==> src/rtl/leaf_out_arbiter_if.sv <==
// Requester-side and output-side handshake bundle for leaf_out_arbiter.
// master = arbiter view (drives ack_req and the output word); slave = kernels plus leaf_interface.
interface leaf_out_arbiter_if #(
  parameter int NUM_REQ      = 4,
  parameter int PAYLOAD_BITS = 32,
  parameter int IDX_BITS     = (NUM_REQ > 1) ? $clog2(NUM_REQ) : 1
);
  logic [NUM_REQ*PAYLOAD_BITS-1:0] din_req;
  logic [NUM_REQ-1:0]              vld_req;
  logic [NUM_REQ-1:0]              ack_req;
  logic [PAYLOAD_BITS-1:0]         dout;
  logic [IDX_BITS-1:0]             dout_idx;
  logic                            vld_out;
  logic                            ack_in;

  modport master (
    input  din_req, vld_req, ack_in,
    output ack_req, dout, dout_idx, vld_out
  );

  modport slave (
    output din_req, vld_req, ack_in,
    input  ack_req, dout, dout_idx, vld_out
  );
endinterface

==> src/rtl/leaf_out_arbiter.sv <==
// Round-robin burst arbiter onto one vld/ack port; accepted word appears on dout 1 cycle later.
// A requester is acked only while the output register is empty or draining; ARB_STATS_EN adds counters.
module leaf_out_arbiter #(
  parameter int NUM_REQ      = 4,
  parameter int PAYLOAD_BITS = 32,
  parameter int MAX_BURST    = 8,
  parameter int IDX_BITS     = (NUM_REQ > 1) ? $clog2(NUM_REQ) : 1
) (
  input  logic               clk,
  input  logic               reset_n,
  leaf_out_arbiter_if.master bus,
  output logic [31:0]        stat_xfer_cnt,
  output logic [31:0]        stat_stall_cnt
);
  localparam int BW = $clog2(MAX_BURST + 1);
  localparam logic [BW-1:0]       LAST_BEAT = BW'(MAX_BURST - 1);
  localparam logic [IDX_BITS-1:0] LAST_IDX  = IDX_BITS'(NUM_REQ - 1);

  typedef enum logic {ST_IDLE, ST_LOCK} state_e;

  state_e                  state_q, state_d;
  logic [IDX_BITS-1:0]     rr_ptr_q, rr_ptr_d;
  logic [IDX_BITS-1:0]     grant_q, grant_d;
  logic [IDX_BITS-1:0]     dout_idx_q, dout_idx_d;
  logic [BW-1:0]           burst_cnt_q, burst_cnt_d;
  logic [PAYLOAD_BITS-1:0] dout_q, dout_d;
  logic                    vld_out_q, vld_out_d;

  logic [PAYLOAD_BITS-1:0] sel_dat;
  logic                    sel_vld;
  logic [NUM_REQ-1:0]      ack_req;
  logic [IDX_BITS-1:0]     pick, cand;
  logic                    pick_found;
  logic                    space;
  logic                    xfer;

  function automatic logic [IDX_BITS-1:0] next_idx(input logic [IDX_BITS-1:0] i);
    return (i == LAST_IDX) ? '0 : i + 1'b1;
  endfunction

  // Output slot can take a word when empty or when its current word leaves this cycle.
  assign space = !vld_out_q || bus.ack_in;
  assign xfer  = (state_q == ST_LOCK) && sel_vld && space;

  always_comb begin
    sel_dat = '0;
    sel_vld = 1'b0;
    ack_req = '0;
    for (int i = 0; i < NUM_REQ; i++) begin
      if (grant_q == IDX_BITS'(i)) begin
        sel_dat = bus.din_req[i*PAYLOAD_BITS +: PAYLOAD_BITS];
        sel_vld = bus.vld_req[i];
      end
      ack_req[i] = (state_q == ST_LOCK) && (grant_q == IDX_BITS'(i)) && bus.vld_req[i] && space;
    end
  end

  always_comb begin
    pick       = '0;
    pick_found = 1'b0;
    cand       = rr_ptr_q;
    for (int k = 0; k < NUM_REQ; k++) begin
      if (!pick_found && bus.vld_req[cand]) begin
        pick       = cand;
        pick_found = 1'b1;
      end
      cand = next_idx(cand);
    end
  end

  always_comb begin
    state_d     = state_q;
    rr_ptr_d    = rr_ptr_q;
    grant_d     = grant_q;
    burst_cnt_d = burst_cnt_q;
    dout_d      = dout_q;
    dout_idx_d  = dout_idx_q;
    vld_out_d   = vld_out_q;

    if (xfer) begin
      dout_d      = sel_dat;
      dout_idx_d  = grant_q;
      vld_out_d   = 1'b1;
      burst_cnt_d = burst_cnt_q + 1'b1;
    end else if (bus.ack_in) begin
      vld_out_d = 1'b0;
    end

    case (state_q)
      ST_IDLE: begin
        if (pick_found) begin
          grant_d     = pick;
          burst_cnt_d = '0;
          state_d     = ST_LOCK;
        end
      end
      ST_LOCK: begin
        // Release on a full burst or as soon as the owner stops presenting data.
        if ((xfer && burst_cnt_q == LAST_BEAT) || !sel_vld) begin
          state_d  = ST_IDLE;
          rr_ptr_d = next_idx(grant_q);
        end
      end
      default: state_d = ST_IDLE;
    endcase
  end

  always_ff @(posedge clk or negedge reset_n) begin
    if (!reset_n) begin
      state_q     <= ST_IDLE;
      rr_ptr_q    <= '0;
      grant_q     <= '0;
      burst_cnt_q <= '0;
      dout_q      <= '0;
      dout_idx_q  <= '0;
      vld_out_q   <= 1'b0;
    end else begin
      state_q     <= state_d;
      rr_ptr_q    <= rr_ptr_d;
      grant_q     <= grant_d;
      burst_cnt_q <= burst_cnt_d;
      dout_q      <= dout_d;
      dout_idx_q  <= dout_idx_d;
      vld_out_q   <= vld_out_d;
    end
  end

  assign bus.ack_req  = ack_req;
  assign bus.dout     = dout_q;
  assign bus.dout_idx = dout_idx_q;
  assign bus.vld_out  = vld_out_q;

`ifdef ARB_STATS_EN
  logic [31:0] xfer_cnt_q, xfer_cnt_d;
  logic [31:0] stall_cnt_q, stall_cnt_d;

  always_comb begin
    xfer_cnt_d  = xfer_cnt_q;
    stall_cnt_d = stall_cnt_q;
    if (vld_out_q && bus.ack_in && xfer_cnt_q != 32'hFFFF_FFFF)
      xfer_cnt_d = xfer_cnt_q + 32'd1;
    if (vld_out_q && !bus.ack_in && stall_cnt_q != 32'hFFFF_FFFF)
      stall_cnt_d = stall_cnt_q + 32'd1;
  end

  always_ff @(posedge clk or negedge reset_n) begin
    if (!reset_n) begin
      xfer_cnt_q  <= '0;
      stall_cnt_q <= '0;
    end else begin
      xfer_cnt_q  <= xfer_cnt_d;
      stall_cnt_q <= stall_cnt_d;
    end
  end

  assign stat_xfer_cnt  = xfer_cnt_q;
  assign stat_stall_cnt = stall_cnt_q;
`else
  assign stat_xfer_cnt  = '0;
  assign stat_stall_cnt = '0;
`endif
endmodule

==> src/flat_wrapper.sv <==
// flat-port wrapper written by rule: the top's interface ports become plain ports
module leaf_out_arbiter_flat 
#(
  parameter int NUM_REQ      = 4,
  parameter int PAYLOAD_BITS = 32,
  parameter int MAX_BURST    = 8,
  parameter int IDX_BITS     = (NUM_REQ > 1) ? $clog2(NUM_REQ) : 1
)
  (clk, reset_n, stat_xfer_cnt, stat_stall_cnt, bus_din_req, bus_vld_req, bus_ack_in, bus_ack_req, bus_dout, bus_dout_idx, bus_vld_out);
  leaf_out_arbiter_if #(.NUM_REQ(NUM_REQ), .PAYLOAD_BITS(PAYLOAD_BITS), .IDX_BITS(IDX_BITS)) bus_i ();
  input  logic clk;
  input  logic reset_n;
  output logic [31:0] stat_xfer_cnt;
  output logic [31:0] stat_stall_cnt;
  input wire logic [$bits(bus_i.din_req)-1:0] bus_din_req;
  input wire logic [$bits(bus_i.vld_req)-1:0] bus_vld_req;
  input wire logic [$bits(bus_i.ack_in)-1:0] bus_ack_in;
  output wire logic [$bits(bus_i.ack_req)-1:0] bus_ack_req;
  output wire logic [$bits(bus_i.dout)-1:0] bus_dout;
  output wire logic [$bits(bus_i.dout_idx)-1:0] bus_dout_idx;
  output wire logic [$bits(bus_i.vld_out)-1:0] bus_vld_out;
  assign bus_i.din_req = bus_din_req;
  assign bus_i.vld_req = bus_vld_req;
  assign bus_i.ack_in = bus_ack_in;
  assign bus_ack_req = bus_i.ack_req;
  assign bus_dout = bus_i.dout;
  assign bus_dout_idx = bus_i.dout_idx;
  assign bus_vld_out = bus_i.vld_out;
  leaf_out_arbiter #(.NUM_REQ(NUM_REQ), .PAYLOAD_BITS(PAYLOAD_BITS), .MAX_BURST(MAX_BURST), .IDX_BITS(IDX_BITS)) u_core (.clk(clk), .reset_n(reset_n), .bus(bus_i), .stat_xfer_cnt(stat_xfer_cnt), .stat_stall_cnt(stat_stall_cnt));
endmodule
==> config.mk <==
export PLATFORM = sky130hd
export DESIGN_NAME = leaf_out_arbiter_flat
export DESIGN_NICKNAME = d
export VERILOG_FILES = /design/src/rtl/leaf_out_arbiter_if.sv /design/src/rtl/leaf_out_arbiter.sv /design/src/flat_wrapper.sv
export SDC_FILE = /design/constraint.sdc
export NUM_CORES = 1
export LEC_CHECK = 0
export BUFFER_PORTS_ARGS = -buffer_cell sky130_fd_sc_hd__buf_2
export CAP_MARGIN = 20
export CORE_ASPECT_RATIO = 0.5
export CORE_MARGIN = 3
export CORE_UTILIZATION = 34
export DETAILED_ROUTE_END_ITERATION = 10
export GPL_TIMING_DRIVEN = 1
export PLACE_DENSITY = 0.73
export SLEW_MARGIN = 40
export SYNTH_ARGS = -nofsm -noshare
export SYNTH_HDL_FRONTEND = slang
export SYNTH_SLANG_ARGS = --single-unit
==> constraint.sdc <==
create_clock -name clk -period 3.2 [get_ports clk]
set_clock_uncertainty 0.15 [all_clocks]
set_input_delay 0.48 -clock clk [delete_from_list [all_inputs] [get_ports clk]]
set_output_delay 0.48 -clock clk [all_outputs]
set_load 0.01 [all_outputs]
# Word-level counts from Yosys, hierarchy flattened

Index checks and enable logic that the tools add are counted.
W data, S select, Z words.

Output and inout port bits: 103
Word-level logic and storage cells: 89
Register bits: 44
Bits of input ports: 135

Add/sub/neg operators: 5
Equal/unequal tests: 7
Muxes and demuxes: 36
Reductions and logical operators: 29
Magnitude comparators: 4
Bitwise operators: 1

Operators with widths:

| operator              | count |
|---|---|
| $mux W32              | 4 |
| $logic_and A1 B1 Y1   | 18 |
| $mux W1               | 16 |
| $mux W2               | 8 |
| $lt A2 B3 Y1 const B  | 4 |
| $mux W4               | 3 |
| $eq A2 B2 Y1 const B  | 5 |
| $add A2 B1 Y2 const B | 4 |
| $bmux W1 S2           | 4 |
| $logic_not A1 Y1      | 5 |
| $add A4 B1 Y4 const B | 1 |
| $eq A4 B3 Y1 const B  | 1 |
| $reduce_and A2 Y1     | 2 |
| $eq A2 B1 Y1 const B  | 1 |
| $logic_not A2 Y1      | 1 |
| $logic_or A1 B1 Y1    | 2 |
| $pmux W1 S2           | 1 |
| $reduce_bool A2 Y1    | 1 |
| $not A1 Y1            | 1 |

# Logic depth before layout (Yosys ltp)

Gate-level depths: netlist of the first run.

Depth in word-level cells: 14
Gate-level depth with buffers: 10
Mapped depth without buffers: 8

# Least setup slack after synthesis of the first run

Ideal clock, no wire load.

Path kind: register to register
Start point: register u_core.rr_ptr_q[0]
End point: register u_core.grant_q[0]
Slack: 0.892 ns
Required time: 2.925 ns
Cell stages (with the launch flop): 8
Arrival: 2.034 ns
Path through: dfrtp_1 ha_1 buf_2 a32o_1 a22oi_1 nor2_1 nor2_4 mux2_2

Word-level cells in the longest chain between the ends: 13
Elaborated cells on any way between the ends: 32
Those cells by class: add/sub (3); eq/ne (3); mux (19); reduce/logical (7)

Ends and longest elaborated chain:

| element                                                | line                    | RTL |
|---|---|---|
| start, declared                                        | leaf_out_arbiter.sv:22  | `logic [IDX_BITS-1:0] rr_ptr_q, rr_ptr_d;` |
| start signal, assigned                                 | leaf_out_arbiter.sv:119 | `rr_ptr_q <= rr_ptr_d;` |
| branches (longest 13 deep; another with $add A2 B1 Y2) | --                      |  |
| end signal, assigned                                   | leaf_out_arbiter.sv:120 | `grant_q <= grant_d;` |
| end, declared                                          | leaf_out_arbiter.sv:23  | `logic [IDX_BITS-1:0] grant_q, grant_d;` |

Parallel ways; which one is timed is not known. The select of a mux whose other input is x is not followed.
A chain may end at the register's enable or synchronous reset.

# Worst setup path in the final report of the first run

Same ends and word-level chain as after synthesis.

==> results of run 1 <==
==> worst register-to-register path: cells and delay by family, from the launching register on <==
kind,cells,cell delay (ps)
adder cells (fa/ha/maj),1,590
XOR/XNOR,1,180
AND/OR/NAND/NOR,2,310
AO/OA/AOI/OAI,2,520
flip-flops,1,540
multiplexers,1,360
==> logic make-up (layout without fill, tap and decap cells) <==
group,after synthesis,count (layout),share of synthesized area [%]
buf+inv,110,195,18.6
compound gates,156,156,23.1
other cells,1,64,0.105
xor+xnor,3,3,0.736
fa+ha+maj,6,6,2.10
simple gates,170,170,22.1
mux,8,8,2.38
flops,44,44,30.8
==> area by class of cell <==
class	count	share of cell area [%]
multi-input combinational	407	46.3
sequential	44	24.8
timing repair buffer	179	20.6
tap	135	3.80
clock buffer	5	2.82
clock inverter	3	1.04
inverter	8	0.676
==> through the flow <==
stage	setup slack, ps	util, %	area [sq um]	hold slack (ps)	total power (W)
after floorplan	892	-	3810	34.4	0.00280
after global placement	557	43.4	4260	308	0.00334
after detailed placement	481	43.4	4260	314	0.00341
after CTS	449	45.2	4440	62.2	0.00402
after global routing	226	45.2	4440	77.8	0.00443
final	422	45.2	4440	31.9	0.00400
==> registers in the layout (all words and copies together) (netlist names) <==
name / flops
u_core.bus.vld_out: 1
u_core.bus.dout: 32
u_core.grant_q: 2
u_core.state_q: 1
u_core.burst_cnt_q: 4
u_core.bus.dout_idx: 2
u_core.rr_ptr_q: 2
==> metal layers <==
metal | GRT usage (%) | part of all wire [%] | wire length, um | vias to the layer above
met4 | 4.79 | 1.9 | 195 | 0
met3 | 3.34 | 7.0 | 726 | 18
li1 | - | - | - | 1855
met1 | 21.4 | 43 | 4450 | 1685
met2 | 26.9 | 48 | 5040 | 145
met5 | 0 | 0 | 0 | -
==> power breakdown <==
| part | leakage, nW | switching (W) | internal [W] | total [W] |
|---|---|---|---|---|
| combinational | 1.62 | 0.00151 | 0.000958 | 0.00247 |
| sequential | 0.568 | 0.000158 | 0.000777 | 0.000935 |
| clock | 0.0804 | 0.000226 | 0.000371 | 0.000597 |
| total | 2.27 | 0.00189 | 0.00211 | 0.00400 |
==> worst min path at each step <==
stage                                  start                     to  slack (ps)
after floorplan                      reset_n  u_core.burst_cnt_q[0]          30
after global placement    u_core.bus.dout[3]     u_core.bus.dout[3]         310
after detailed placement  u_core.bus.dout[3]     u_core.bus.dout[3]         310
after CTS                            reset_n     u_core.bus.dout[4]          60
after global routing                 reset_n     u_core.bus.dout[4]          80
final                                reset_n     u_core.bus.dout[4]          30
==> cell usage after synthesis (4+ instances only) <==
cell type / number / area share, %
a21oi_1: 102 / 14
buf_1: 4 / 0.42
buf_2: 4 / 0.56
buf_4: 64 / 13
clkbuf_1: 29 / 3.0
dfrtp_1: 44 / 31
ha_1: 6 / 2.1
inv_1: 7 / 0.74
mux2_2: 4 / 1.3
mux2i_1: 4 / 1.1
nand2_1: 77 / 8.1
nand3b_1: 33 / 6.9
nor2_1: 47 / 4.9
nor3_1: 5 / 0.70
o21ai_0: 39 / 5.5
==> flow_summary.json, run 1 <==
{
  "vias": 3703,
  "timing.setup.critical_path_class": "flop to flop",
  "synth.lib_cells_used.distinct": 37,
  "synth-warning-count": 0,
  "stdcell_count": 781,
  "fillers": 1052,
  "hold_viol_final": 0,
  "critPathLaunchType": "flop",
  "dpl.hpwl_um": 7970,
  "crit_path_top_delay_cell": "ha_1",
  "worst_setup_hold_path_clk_slew_ps": 60,
  "slew_violations": 0,
  "coreArea_sq_um": 9820,
  "die_area_sq_um": 11800,
  "mappedNetlistArea_sq_um": 3570,
  "vdd_drop_max_mv": 0.322,
  "drt_iter0_markers": 204,
  "layout-drive-gt1-share_pct": 30.5,
  "nets": 786,
  "ant_nets": 0,
  "grt_setup_unrepaired": "no",
  "cp_data_required_time_ps": 3220,
  "layout.area.seq_sq_um": 1100,
  "critical_path.max_fanout": 17,
  "holdCritPathClass": "input pin to async pin",
  "die_x_um": 151,
  "final_period_minus_worst_setup_slack_ps": 2780,
  "powerDensity_nw_per_um2": 900,
  "initial_utilization_pct": 36.4,
  "timing.critical_path.cells": "ha_1 > xnor2_1 > a32o_1 > a22oi_1 > nor2_1 > nor2_4 > mux2_2",
  "tritoncts_clock_tree": "done",
  "cts_made_buffers": 5,
  "layout_commonest_cell": "buf_2",
  "status": "completed",
  "die_h_um": 78.5,
  "route.detailed.wl_per_inst_um": 13.3,
  "post_cts_resize_count": 0,
  "place_inst": 773,
  "critPathMaxStageDelay_ps": 590,
  "routed_wirelength_um": 10400,
  "finalCritPeriodShare_pct": 86.8,
  "clock_insertion_delay_worst_skew_ps": 290,
  "leakage_nw": 2.27,
  "r2r-end": "u_core.grant_q[0]",
  "place.port_buffers": 173,
  "max-cap-violations": 0,
  "antenna_cells": 0,
  "setup.worst_path.end_class": "flop",
  "rr_startpoint": "u_core.rr_ptr_q[0]",
  "detailedRoute.firstPassIterationCount": 5,
  "avgSynthCellArea_sq_um": 7.17,
  "grt_util_all_layers_pct": 16.2,
  "multi_input_combinational_cell_area_sq_um": 2060,
  "synth_enable_flop_cells": 0,
  "globalRouteOverflowTotal": 0,
  "cp_top_family": "adder cells",
  "grt_pass1_wl_um": 15500,
  "crit_end": "u_core.grant_q[0]",
  "arrival_ps": 2800,
  "ios": 238,
  "cts.sinks": 44,
  "post_drt_via_cell_ratio": 4.74,
  "synth_cells": 498,
  "slew_headroom_pct": 61.7,
  "crit_cells": 7,
  "detail_route.drc_violations": 0,
  "holdBufCountCts": 0,
  "layout.cells.most_common_list": "buf_2, a21oi_1, nand2_1, conb_1, nor2_1",
  "setup_tns_ps": 0,
  "gp_congestion": 0.840,
  "rr_worst_depth": 7,
  "placement_rows": 25,
  "synth-async-reset-ratio_pct": 100,
  "synth-seq-area-share_pct": 30.8,
  "number_of_antenna_violations_at_the_first_check_in_global_routing": 0,
  "ys.flop_type": "dfrtp_1",
  "first_global_vias": 3205,
  "fmaxAchievable_mhz": 360,
  "synth-seq-cells": 44,
  "grt_start_max_net_pins": 55,
  "cts.root.buffer_cell": "clkbuf_16",
  "critPathBufInv": 0,
  "reg2reg_slack_ps": 420,
  "area_growth_pct": 24.3,
  "cts.path.max_buffers": 2,
  "post-cts-setup-buffers": 0,
  "tightestPinTransition_ps": 574,
  "crit_path_start": "u_core.rr_ptr_q[0]",
  "htree_levels": 2,
  "report.final.setup_viol": 0
}
Note: power is estimated with default switching activity, not from simulation.
==> inputs of run 2 (changes only) <==
REMOVE_ABC_BUFFERS = 1   (was default)
==> run 2 against run 1 <==
- first-iteration DRC count up 2.0%
- largest power group unchanged
- wire length down 2.6%
- core utilization down 0.23 points
==> flow_summary.json, run 2 (same netlist as run 1, synthesis figures left out) <==
{
  "grt_pass1_wl_um": 15600,
  "holdBufCountCts": 0,
  "htree_levels": 2,
  "grt_util_all_layers_pct": 16.0,
  "cts_made_buffers": 5,
  "max-cap-violations": 0,
  "detailroute.wirelength.met2_um": 5130,
  "place_inst": 772,
  "die_area_sq_um": 11800,
  "vias": 3650,
  "post_cts_resize_count": 0,
  "wl_met3_um": 614,
  "final_design_area_no_fill_sq_um": 4420,
  "slew_violations": 0,
  "coreArea_sq_um": 9820,
  "cp_data_required_time_ps": 3220,
  "grt_start_max_net_pins": 52,
  "cts.root.buffer_cell": "clkbuf_16",
  "timing.setup.critical_path_class": "flop to flop",
  "worst_setup_hold_path_clk_slew_ps": 60,
  "post_drt_via_cell_ratio": 4.68,
  "route.top_layer_used": "met4",
  "clock_insertion_delay_worst_skew_ps": 280,
  "die_x_um": 151,
  "nets": 785,
  "fmaxAchievable_mhz": 361,
  "status": "completed",
  "ios": 238,
  "first_global_vias": 3231,
  "pnr_worst_setup_slack_ps": 432,
  "drt_iter0_markers": 208,
  "post-cts-setup-buffers": 0,
  "placement_rows": 25,
  "critPathLaunchType": "flop",
  "die_h_um": 78.5,
  "layout_commonest_cell": "buf_2",
  "antenna_cells": 0,
  "report.final.setup_viol": 0,
  "report.power.total_w": 0.00391,
  "globalRouteOverflowTotal": 0,
  "critical_path.max_fanout": 17,
  "stdcell_count": 780,
  "tightestPinTransition_ps": 556,
  "layout-drive-gt1-share_pct": 30.2,
  "holdCritPathClass": "input pin to async pin",
  "routed_wirelength_um": 10100,
  "final_period_minus_worst_setup_slack_ps": 2770,
  "layout.cells.most_common_list": "buf_2, a21oi_1, nand2_1, conb_1, nor2_1",
  "critPathMaxStageDelay_ps": 570,
  "ant_nets": 0,
  "crit_path_top_delay_cell": "ha_1",
  "place.port_buffers": 173,
  "route.detailed.wl_per_inst_um": 13.0,
  "arrival_ps": 2780,
  "number_of_antenna_violations_at_the_first_check_in_global_routing": 0,
  "timing.critical_path.cells": "ha_1 > xnor2_1 > a32o_1 > a22oi_1 > nor2_1 > nor2_4 > mux2_2",
  "initial_utilization_pct": 36.4,
  "leakage_nw": 2.26,
  "tritoncts_clock_tree": "done",
  "vdd_drop_max_mv": 0.377,
  "cts.sinks": 44,
  "setup.worst_path.end_class": "flop",
  "gp_congestion": 0.827,
  "placed_instance_area_sq_um": 4270,
  "powerDensity_nw_per_um2": 885,
  "cts.path.max_buffers": 2,
  "hold_viol_final": 0,
  "detail_route.drc_violations": 0,
  "largest_register_ffs": 32,
  "detailedRoute.firstPassIterationCount": 4,
  "finalCritPeriodShare_pct": 86.5,
  "area_growth_pct": 23.7,
  "dpl.hpwl_um": 7910,
  "slew_headroom_pct": 62.9,
  "preCtsSetupSlack_ps": 451,
  "grt_setup_unrepaired": "no",
  "m1WireLength_um": 4220
}
-- run 2: cell types whose count changed in the layout (fill, tap and decap cells not counted) --
cell	delta
buf_4	-2
a21o_2	+1
a21o_4	-1
buf_12	+1
bufinv_16	-1
clkbuf_1	+1
clkbuf_8	+1
inv_6	-1
-- run 2: per-stage QoR --
| step | TNS [ps] | hold WS, ps | utilization, % |
|---|---|---|---|
| after floorplan | -16610 | 34.4 | - |
| after global placement | 0 | 306 | 43.4 |
| after detailed placement | 0 | 315 | 43.5 |
| after CTS | 0 | 58.2 | 45.0 |
| after global routing | 0 | 75.9 | 45.0 |
| final | 0 | 41.0 | 45.0 |
-- run 2: path summary, 6_finish.rpt --
path                                     from                   to  slack [ps]  depth (start not counted)
min reg2reg                u_core.bus.dout[7]   u_core.bus.dout[7]         320                          2
max reg2reg                u_core.rr_ptr_q[0]    u_core.grant_q[0]         430                          7
max                        u_core.rr_ptr_q[0]    u_core.grant_q[0]         430                          7
max in group asynchronous             reset_n   u_core.bus.dout[0]        2470                          1
min in group clk           u_core.bus.dout[7]   u_core.bus.dout[7]         320                          2
min                                   reset_n  u_core.bus.dout[31]          40                          1
-- run 2: final cells by class --
class	count	area, sq um
Clock buffer	7	143
Inverter	8	30.0
Tap cell	135	169
Sequential cell	44	1100
Fill cell	1023	5400
Multi-Input combinational cell	407	2050
Timing Repair Buffer	178	918
Clock inverter	1	7.51
-- run 2: critical path, delay by kind of cell, from the launching register on --
| family | cells | cell delay (ps) |
|---|---|---|
| flops | 1 | 550 |
| mux | 1 | 350 |
| fa+ha+maj | 1 | 570 |
| xor+xnor | 1 | 190 |
| simple gates | 2 | 320 |
| compound gates | 2 | 520 |
-- run 2: metal layers --
| metal | vias up | track usage [%] |
|---|---|---|
| met5 | - | 0 |
| met4 | 0 | 3.98 |
| met3 | 18 | 2.88 |
| met2 | 133 | 28.4 |
| met1 | 1644 | 20.1 |
| li1 | 1855 | - |
-- run 2: power breakdown --
group	internal (W)	switching, W
sequential	0.000777	0.000161
combinational	0.000961	0.00151
clock	0.000311	0.000196
==> inputs of run 3 (changes only) <==
==> constraint.sdc (replaced) <==
create_clock -name clk -period 2.8 [get_ports clk]
set_clock_uncertainty 0.15 [all_clocks]
set_input_delay 0.56 -clock clk [delete_from_list [all_inputs] [get_ports clk]]
set_output_delay 0.56 -clock clk [all_outputs]
set_load 0.01 [all_outputs]
==> run 3 against run 2 <==
- sequential share of layout area decreased by 0.30 points
- core utilization up 0.55 points
- sequential cell count stayed put
- via count grew 0.44%
- total power grew 17%
- critical endpoint unchanged
- highest routed layer unchanged
==> flow_summary.json, run 3 (same netlist as run 1, synthesis figures left out) <==
{
  "timing.setup.critical_path_class": "flop to flop",
  "cts.sinks": 44,
  "report.final.setup_viol": 0,
  "gp_congestion": 0.867,
  "hold_viol_final": 0,
  "post_drt_via_cell_ratio": 4.67,
  "placement_rows": 25,
  "report.power.total_w": 0.00459,
  "holdCritPathClass": "flop to flop",
  "tritoncts_clock_tree": "done",
  "critPathLaunchType": "flop",
  "wl_met3_um": 728,
  "critPathBufInv": 0,
  "coreArea_sq_um": 9820,
  "detail_route.drc_violations": 0,
  "crit_path_top_delay_cell": "ha_2",
  "finalCritPeriodShare_pct": 93.2,
  "worst_setup_hold_path_clk_slew_ps": 60,
  "vias": 3666,
  "arrival_ps": 2630,
  "layout.cells.most_common_list": "buf_2, a21oi_1, nand2_1, conb_1, nor2_1",
  "grt_start_max_net_pins": 52,
  "number_of_antenna_violations_at_the_first_check_in_global_routing": 0,
  "whs_ps": 321,
  "final_period_minus_worst_setup_slack_ps": 2610,
  "cts_made_buffers": 5,
  "place.port_buffers": 173,
  "routed_wirelength_um": 10400,
  "ant_nets": 0,
  "cts.root.buffer_cell": "clkbuf_16",
  "status": "completed",
  "layout_commonest_cell": "buf_2",
  "critPathMaxStageDelay_ps": 490,
  "die_area_sq_um": 11800,
  "slew_violations": 0,
  "fillers": 1031,
  "clock_insertion_delay_worst_skew_ps": 290,
  "post-cts-setup-buffers": 0,
  "vdd_drop_max_mv": 0.525,
  "grt_util_all_layers_pct": 16.6,
  "cts.path.max_buffers": 2,
  "antenna_cells": 0,
  "cp_top_family": "compound AO/OA/AOI/OAI gates",
  "setup_tns_ps": 0,
  "die_h_um": 78.5,
  "powerDensity_nw_per_um2": 1030,
  "timing.critical_path.cells": "ha_2 > xnor2_1 > a32o_1 > a22oi_1 > nor2_1 > nor2_4 > mux2_2",
  "cp_data_required_time_ps": 2820,
  "drt_iter0_markers": 264,
  "detailedRoute.firstPassIterationCount": 5,
  "largest_register_ffs": 32,
  "layout-drive-gt1-share_pct": 30.8,
  "detailroute.wirelength.met2_um": 5300,
  "setup.worst_path.end_class": "flop",
  "m1WireLength_um": 4180,
  "initial_utilization_pct": 36.4,
  "leakage_nw": 2.29,
  "nets": 790,
  "area_growth_pct": 25.2,
  "critical_path.max_fanout": 11,
  "first_global_vias": 3273,
  "globalRouteOverflowTotal": 0,
  "utilization_pct": 45.5,
  "grt_pass1_wl_um": 15900,
  "fmaxAchievable_mhz": 383,
  "die_x_um": 151,
  "htree_levels": 2,
  "grt_setup_unrepaired": "no",
  "ios": 238,
  "dpl.hpwl_um": 7930,
  "max-cap-violations": 0,
  "route.detailed.wl_per_inst_um": 13.3,
  "route.top_layer_used": "met4"
}
[run 3: final timing paths]
| check | startpoint | end | slack [ps] | cells past startpoint |
|---|---|---|---|---|
| worst max-delay path | u_core.rr_ptr_q[1] | u_core.grant_q[0] | 190 | 7 |
| worst min-delay path | u_core.bus.dout[11] | u_core.bus.dout[11] | 320 | 2 |
| worst max register to register | u_core.rr_ptr_q[1] | u_core.grant_q[0] | 190 | 7 |
| worst min register to register | u_core.bus.dout[11] | u_core.bus.dout[11] | 320 | 2 |
| max in group asynchronous | reset_n | u_core.bus.dout[0] | 1300 | 3 |
| min in group asynchronous | reset_n | u_core.bus.dout[4] | 490 | 2 |
[run 3: routing by layer]
layer  track usage, %  vias to the layer above
met3             3.46                       20
met2             28.7                      147
met1             20.9                     1638
met5                0                        -
met4             4.88                        0
li1                 -                     1861
[run 3: stage by stage]
step,area [sq um],setup WS [ps],cells
finish,4470,190,785
global route,4470,84.3,785
CTS,4470,150,785
detailed placement,4300,168,776
global placement,4300,265,776
floorplan,3170,-908,459
[run 3: cell type report]
cell class / count / area, sq um / area share (%)
timing repair buffer: 183 / 956 / 21.4
clock inverter: 2 / 35.0 / 0.783
multi-input combinational: 407 / 2050 / 45.9
sequential: 44 / 1100 / 24.6
inverter: 8 / 30.0 / 0.671
clock buffer: 6 / 129 / 2.88
tap: 135 / 169 / 3.78
[run 3: tightest hold or removal path, cell delays in order (launching register included)]
cell and delay (ps):
dfrtp_1 330, nand2_1 40, o21ai_0 60
[run 3: what timing repair did]
| action | CTS | global route |
|---|---|---|
| endpoints found under the setup margin | 0 | 1 |
| resized for setup | 0 | 1 |
| endpoints found under the hold margin | 6 | 0 |
| hold buffers | 1 | 0 |
[run 3: where the power goes]
part / switching, W / total [W] / internal [W]
clock network: 0.000240 / 0.000659 / 0.000420
logic: 0.00176 / 0.00290 / 0.00113
registers: 0.000149 / 0.00104 / 0.000889
total: 0.00215 / 0.00459 / 0.00244
